File: config.mk
export PLATFORM = sky130hd
export DESIGN_NAME = operand_fetch
export DESIGN_NICKNAME = d
export VERILOG_FILES = /design/src/rtl/operand_fetch.sv
export SDC_FILE = /design/constraint.sdc
export NUM_CORES = 1
export LEC_CHECK = 0
export BUFFER_PORTS_ARGS = -buffer_cell sky130_fd_sc_hd__buf_2
export CAP_MARGIN = 30
export CORE_UTILIZATION = 25
export DETAILED_ROUTE_END_ITERATION = 6
export GPL_ROUTABILITY_DRIVEN = 0
export SLEW_MARGIN = 10
export SYNTH_ARGS = -nofsm -noshare
export SYNTH_HDL_FRONTEND = slang
export SYNTH_SLANG_ARGS = --single-unit
File: constraint.sdc
create_clock -name clk -period 2.2 [get_ports clk]
set_input_delay 0 -clock clk [delete_from_list [all_inputs] [get_ports clk]]
set_output_delay 0 -clock clk [all_outputs]
set_load 0.05 [all_outputs]
File: src/rtl/operand_fetch.sv
// Issue stage between decode and execute: drives register-file reads, resolves
// operands with EX/MEM forwarding, stalls on load-use, and registers the result.
module operand_fetch #(
  parameter int unsigned XLEN   = 32,
  parameter int unsigned REG_AW = 5,
  parameter int unsigned CTRL_W = 16
) (
  input  logic              clk,
  input  logic              reset,
  input  logic              flush,
  input  logic              in_valid,
  output logic              in_ready,
  input  logic [REG_AW-1:0] in_rs1,
  input  logic [REG_AW-1:0] in_rs2,
  input  logic              in_use_rs1,
  input  logic              in_use_rs2,
  input  logic [REG_AW-1:0] in_rd,
  input  logic [XLEN-1:0]   in_imm,
  input  logic [XLEN-1:0]   in_pc,
  input  logic [CTRL_W-1:0] in_ctrl,
  output logic [REG_AW-1:0] rf_raddr_a,
  output logic [REG_AW-1:0] rf_raddr_b,
  input  logic [XLEN-1:0]   rf_rdata_a,
  input  logic [XLEN-1:0]   rf_rdata_b,
  input  logic              ex_wr_en,
  input  logic              ex_is_load,
  input  logic [REG_AW-1:0] ex_wr_addr,
  input  logic [XLEN-1:0]   ex_wr_data,
  input  logic              mem_wr_en,
  input  logic [REG_AW-1:0] mem_wr_addr,
  input  logic [XLEN-1:0]   mem_wr_data,
  output logic              out_valid,
  input  logic              out_ready,
  output logic [XLEN-1:0]   out_op_a,
  output logic [XLEN-1:0]   out_op_b,
  output logic [REG_AW-1:0] out_rd,
  output logic [XLEN-1:0]   out_imm,
  output logic [XLEN-1:0]   out_pc,
  output logic [CTRL_W-1:0] out_ctrl,
  output logic [31:0]       stall_cnt
);

  logic              out_valid_q, out_valid_d;
  logic [XLEN-1:0]   op_a_q, op_a_d;
  logic [XLEN-1:0]   op_b_q, op_b_d;
  logic [REG_AW-1:0] rd_q, rd_d;
  logic [XLEN-1:0]   imm_q, imm_d;
  logic [XLEN-1:0]   pc_q, pc_d;
  logic [CTRL_W-1:0] ctrl_q, ctrl_d;
  logic [31:0]       stall_cnt_q, stall_cnt_d;

  logic              hazard;
  logic              accept;
  logic [XLEN-1:0]   res_a;
  logic [XLEN-1:0]   res_b;

  // x0 never matches a forwarding source because s==0 is resolved first.
  function automatic logic [XLEN-1:0] resolve(input logic [REG_AW-1:0] s,
                                               input logic [XLEN-1:0]   rf);
    if (s == '0)
      return '0;
    else if (ex_wr_en && !ex_is_load && ex_wr_addr == s)
      return ex_wr_data;
    else if (mem_wr_en && mem_wr_addr == s)
      return mem_wr_data;
    else
      return rf;
  endfunction

  always_comb begin
    rf_raddr_a = in_rs1;
    rf_raddr_b = in_rs2;
    res_a      = resolve(in_rs1, rf_rdata_a);
    res_b      = resolve(in_rs2, rf_rdata_b);
    hazard     = in_valid && ex_wr_en && ex_is_load && (ex_wr_addr != '0) &&
                 ((in_use_rs1 && ex_wr_addr == in_rs1) ||
                  (in_use_rs2 && ex_wr_addr == in_rs2));
    in_ready   = !flush && !hazard && (!out_valid_q || out_ready);
    accept     = in_valid && in_ready;
  end

  always_comb begin
    out_valid_d = out_valid_q;
    op_a_d      = op_a_q;
    op_b_d      = op_b_q;
    rd_d        = rd_q;
    imm_d       = imm_q;
    pc_d        = pc_q;
    ctrl_d      = ctrl_q;
    stall_cnt_d = stall_cnt_q;

    if (flush) begin
      out_valid_d = 1'b0;
    end else if (accept) begin
      out_valid_d = 1'b1;
      op_a_d      = res_a;
      op_b_d      = res_b;
      rd_d        = in_rd;
      imm_d       = in_imm;
      pc_d        = in_pc;
      ctrl_d      = in_ctrl;
    end else if (out_ready) begin
      out_valid_d = 1'b0;
    end

    if (hazard && stall_cnt_q != '1)
      stall_cnt_d = stall_cnt_q + 32'd1;
  end

  always_ff @(posedge clk) begin
    if (reset) begin
      out_valid_q <= 1'b0;
      op_a_q      <= '0;
      op_b_q      <= '0;
      rd_q        <= '0;
      imm_q       <= '0;
      pc_q        <= '0;
      ctrl_q      <= '0;
      stall_cnt_q <= '0;
    end else begin
      out_valid_q <= out_valid_d;
      op_a_q      <= op_a_d;
      op_b_q      <= op_b_d;
      rd_q        <= rd_d;
      imm_q       <= imm_d;
      pc_q        <= pc_d;
      ctrl_q      <= ctrl_d;
      stall_cnt_q <= stall_cnt_d;
    end
  end

  assign out_valid = out_valid_q;
  assign out_op_a  = op_a_q;
  assign out_op_b  = op_b_q;
  assign out_rd    = rd_q;
  assign out_imm   = imm_q;
  assign out_pc    = pc_q;
  assign out_ctrl  = ctrl_q;
  assign stall_cnt = stall_cnt_q;

endmodule

Yosys cells after proc, flatten, opt, wreduce, memory -nomap -nowiden
Cells that the tools add are included.
W data, S select, Z words.

word-level totals
  register bits after elaboration = 182
  bits in latches = 0
  memory bits (writable) = 0
  memory bits (read-only) = 0
  bits of input ports = 243
  output and inout bits = 193
  word-level logic and storage cells = 50
  memories = 0

cells by class
  add/subtract/negate cells = 1
  multiply operators = 0
  div/mod/pow operators = 0
  $lt $le $gt $ge = 0
  equal/unequal tests = 5
  shift operators = 0
  muxes and demuxes = 8
  bitwise operators = 1
  reductions and logical operators = 27

operator list
  operator                 count
  $mux W32                 6
  $add A32 B1 Y32 const B  1
  $ne A32 B32 Y1 const B   1
  $eq A5 B5 Y1             4
  $logic_and A1 B1 Y1      15
  $logic_not A5 Y1         2
  $reduce_bool A5 Y1       1
  $logic_not A1 Y1         4
  $logic_or A1 B1 Y1       2
  $mux W1                  2
  $reduce_and A2 Y1        1
  $reduce_bool A2 Y1       1
  $reduce_or A2 Y1         1
  $not A1 Y1               1

Logic depth before layout (Yosys ltp)
  depth in word-level cells = 9
  gate-level depth with buffers = 10

Least setup slack after synthesis
No wires, ideal clock.

  path kind = register -> register
  start = register stall_cnt_q[0] (netlist: stall_cnt[0])
  end = register stall_cnt_q[17] (netlist: stall_cnt[17])
  arrival time = 2,355 ps
  setup slack = -271 ps
  stages on the path, launching flop included = 11
  path buffers = 3
  period minus slack after synthesis = 2,471 ps
  path through = dfxtp_1 ha_1 and3_1 clkbuf_1 and3_1 nand4b_1 nand3_2 buf_2 buf_2 nor4_1 o21ba_2

between the ends
  cells in the longest elaborated chain, start to end = 2

ends and longest elaborated chain
  element                                                  line  text
  start: declaration                                       50    logic [31:0] stall_cnt_q, stall_cnt_d;
  start signal: assignment                                 128   stall_cnt_q <= stall_cnt_d;
  branches (longest 2 deep; another with $add A32 B1 Y32)  --

Parallel ways; which one is timed is not known.
A chain may end at the register's enable or synchronous reset.

Worst setup path in the final report
  start = input in_rs2[0]
  end = register op_b_q[20] (netlist: out_op_b[20])

between the ends
  cells in the longest elaborated chain, start to end = 9

ends and longest elaborated chain
  element                             line    text
  start: declaration                  14      input logic [REG_AW-1:0] in_rs2,
  $eq A5 B5 Y1                        62, 77
  $logic_and A1 B1 Y1                 77      (in_use_rs2 && ex_wr_addr == in_rs2));
  $logic_or A1 B1 Y1                  76      ((in_use_rs1 && ex_wr_addr == in_rs1) ||
  $logic_and A1 B1 Y1                 75      hazard = in_valid && ex_wr_en && ex_is_load && (ex_wr_addr != '0) &&
  $logic_not A1 Y1                    78      in_ready = !flush && !hazard && (!out_valid_q || out_ready);
  $logic_and A1 B1 Y1 (2 in a row)    78
  $logic_and A1 B1 Y1                 79      accept = in_valid && in_ready;
  $reduce_and A2 Y1 (no source line)  --
  end signal: assignment              123     op_b_q <= op_b_d;
  end: declaration                    45      logic [XLEN-1:0] op_b_q, op_b_d;

Several ways; a longest one is shown, not always the timed one.

==> flow_summary.ini <==
[yosys]
synth_compound_area_share_pct = 16.3
yosys.area.top_type_share_pct = 43.5
muxShareOfSynthArea_pct = 16.8
syn_area_um2 = 8380
synth_top_family_by_area = multiplexers
synthFlopType = dfxtp_1
ys_types = 50
synthXorXnorAreaFrac_pct = 2.51
synthCells = 916
ys_top_cells_by_area = dfxtp_1, mux2_2, nand2_1
synth-seq-cells = 182
syn_avg_cell_area_um2 = 9.15
synthSimpleGateAreaFrac_pct = 16.2
synth_edf_count = 0
ys.warnings.count = 0
yosysMostFrequentCell = nand2_1
synthTopCellsByCount = nand2_1, dfxtp_1, a21oi_1, mux2_2, mux2i_1
synth_adder_area_share_pct = 0.149
synth_top_cell_by_area = dfxtp_1
syn_nets = 1160
synthArstFlopShare_pct = 0
yosysSeqAreaShare_pct = 43.5

[timing]
finalCritPeriodShare_pct = 97.2
period_minus_slack_ns = 2.14
skew_ns = 0.0126
setup_viol = 0
relSlewSlack_pct = 62.9
hold_violations = 0
clock.fmax_mhz = 468
maxSlewViolCount = 0
hold_ws_ns = 0.0324
tightestPinTransition_ns = 0.556

[worst_setup_path]
cpMaxStageDelayCell = dlygate4sd3_1
path_cells = buf_2, xor2_1, nor4_1, and3_2, buf_12, mux2_2, dlygate4sd3_1, mux2i_1, o2bb2ai_1
crit_required_ns = 2.52
start_kind = primary input
cp_max_fo = 17
cp-end-kind = flip-flop
max_stage_delay_ns = 0.56
arrival_ns = 2.46
crit_type = in2reg

[cells_and_area]
fillers = 3287
layout.cells.non_filler = 1985
post-route-util_pct = 42.1
drive_gt1_share_pct = 39.4
fin_nets = 1772
final_area_um2 = 13800
syn_to_final_growth_pct = 64.8

[routing]
ant_nets = 0
via_per_inst = 4.73
initialDrtViolationCount = 385
route.vias.total = 9394
drc = 0
wl_per_cell_um = 17.2
drt-total-wl_mm = 34.1
firstDrtPassIters = 5

[clock_tree]
cts_buffer_depth = 2
cts_tree = done
path_clk_slew_ns = 0.07
clock_sinks = 182
cts_made_buffers = 17
clock_latency_ns = 0.45
htreeDepth = 4
root_buffer = clkbuf_16

[placement]
dp.cells = 1744
place_area_um2 = 11100
dp_hpwl_mm = 22.9
portBuffers = 435

[global_routing]
grt_pass1_vias = 9030
grt-ovfl-total = 0
grt_max_degree = 65
grt_pass1_wl_mm = 49.8
antenna_found_initial = 5
grt_usage_pct = 19.2

[power_and_ir_drop]
power_mw = 8.52
cellInternalPower_mw = 5.94
combPwrFrac_pct = 21.0
pwr-share-seq_pct = 41.0
power_switching_mw = 2.58
powerDensity_nw_per_um2 = 617
peakVddDrop_mv = 0.545
p_leak_nw = 6.16
switching_share_pct = 30.3
power_frac_clock_pct = 38.0

[die]
die_x_um = 185
die_height_um = 185
initial_core_util_pct = 25.6
dieArea_um2 = 34300
rows = 66
core_area_um2 = 32800
ioPinCount = 436

[hold_path]
worstHoldPathType = in2reg

[flow_run]
maxCapViolations = 0

[status]
outcome = completed
[registers in the layout (all words and copies together), names as in the netlist]
register and flops:
out_valid 1, out_rd 5, stall_cnt 32, out_ctrl 16
out_pc 32, out_op_b 32, out_op_a 32, out_imm 32
[path summary, 6_finish.rpt]
path	slack (ns)	endpoint	depth (start not counted)	startpoint
setup / recovery	0.06	out_op_b[20]$_SDFFE_PP0P_	9	in_rs2[0]
hold reg to reg	0.45	out_pc[31]$_SDFFE_PP0P_	2	out_pc[31]$_SDFFE_PP0P_
hold / removal	0.03	out_op_b[4]$_SDFFE_PP0P_	4	mem_wr_data[4]
setup reg to reg	0.10	stall_cnt[9]$_SDFFE_PP0P_	9	stall_cnt[1]$_SDFFE_PP0P_
[what timing repair did]
item | in CTS | in global routing
hold endpoints to repair | 150 | 0
resized for setup | 0 | 10
setup buffers | 0 | 5
hold buffers | 201 | 0
setup endpoints to repair | 0 | 7
[critical path: cells and delay by family]
kind	cells	cell delay [ns]
AOI/OAI and AO/OA	1	0.09
xor gates and xnor gates	1	0.16
buffers and inverters	3	0.93
muxes	2	0.52
and+or+nand+nor	2	0.73
[metal layers]
metal,wire length (µm),global-route usage [%]
met5,23,0
met3,2310,5.56
met1,14100,22.2
met4,1080,8.63
met2,16700,32.5
[stage by stage]
step	setup TNS, ns	setup WS [ns]
floorplan	0	0.0198
global placement	0	0.105
detailed placement	0	0.0788
CTS	0	0.0479
global route	-0.00640	-0.00640
finish	0	0.0625
[power by group through the flow]
| stage | registers [mW] | logic, mW | clock network, mW |
|---|---|---|---|
| 2_1_floorplan | 4.03 | 0.468 | 0 |
| 3_3_place_gp | 3.56 | 1.47 | 0 |
| 3_5_place_dp | 3.56 | 1.48 | 0 |
| 4_1_cts | 3.49 | 1.78 | 3.33 |
| 5_1_grt | 3.51 | 1.90 | 3.46 |
| 6_report | 3.49 | 1.79 | 3.24 |
[final cells by class]
class	instances	area [µm²]	share of cell area, %
antenna	3	7.51	0.0543
clock buffer	19	464	3.36
clock inverter	12	140	1.01
inverter	3	11.3	0.0815
multi-input combinational	654	4410	31.9
sequential	182	3670	26.6
tap	442	553	4.00
timing repair buffer	670	4560	33.0
[kinds of logic (layout without fill, tap and decap cells)]
logic type | Yosys count | in the layout
simple gates | 292 | 292
compound gates | 205 | 205
flops | 182 | 182
mux | 132 | 132
buf+inv | 80 | 704
xor+xnor | 24 | 24
fa+ha+maj | 1 | 1
other cells | 0 | 3
[placed cells by master (no fill, tap or decap), drive strengths merged, types with 7 or more instances in the layout]
cell / instances
buf: 468
dlygate4sd3: 201
nand2: 187
dfxtp: 182
a21oi: 107
mux2: 67
mux2i: 65
o2bb2ai: 64
clkbuf: 20
nor2: 17
xnor2: 14
nand3: 14
or4: 12
o21ai: 11
xor2: 10
nand4: 9
and3: 9
nor3: 8
inv: 8
nor2b: 7
or3: 7
o31ai: 7
(Power assumes the default switching activity.)
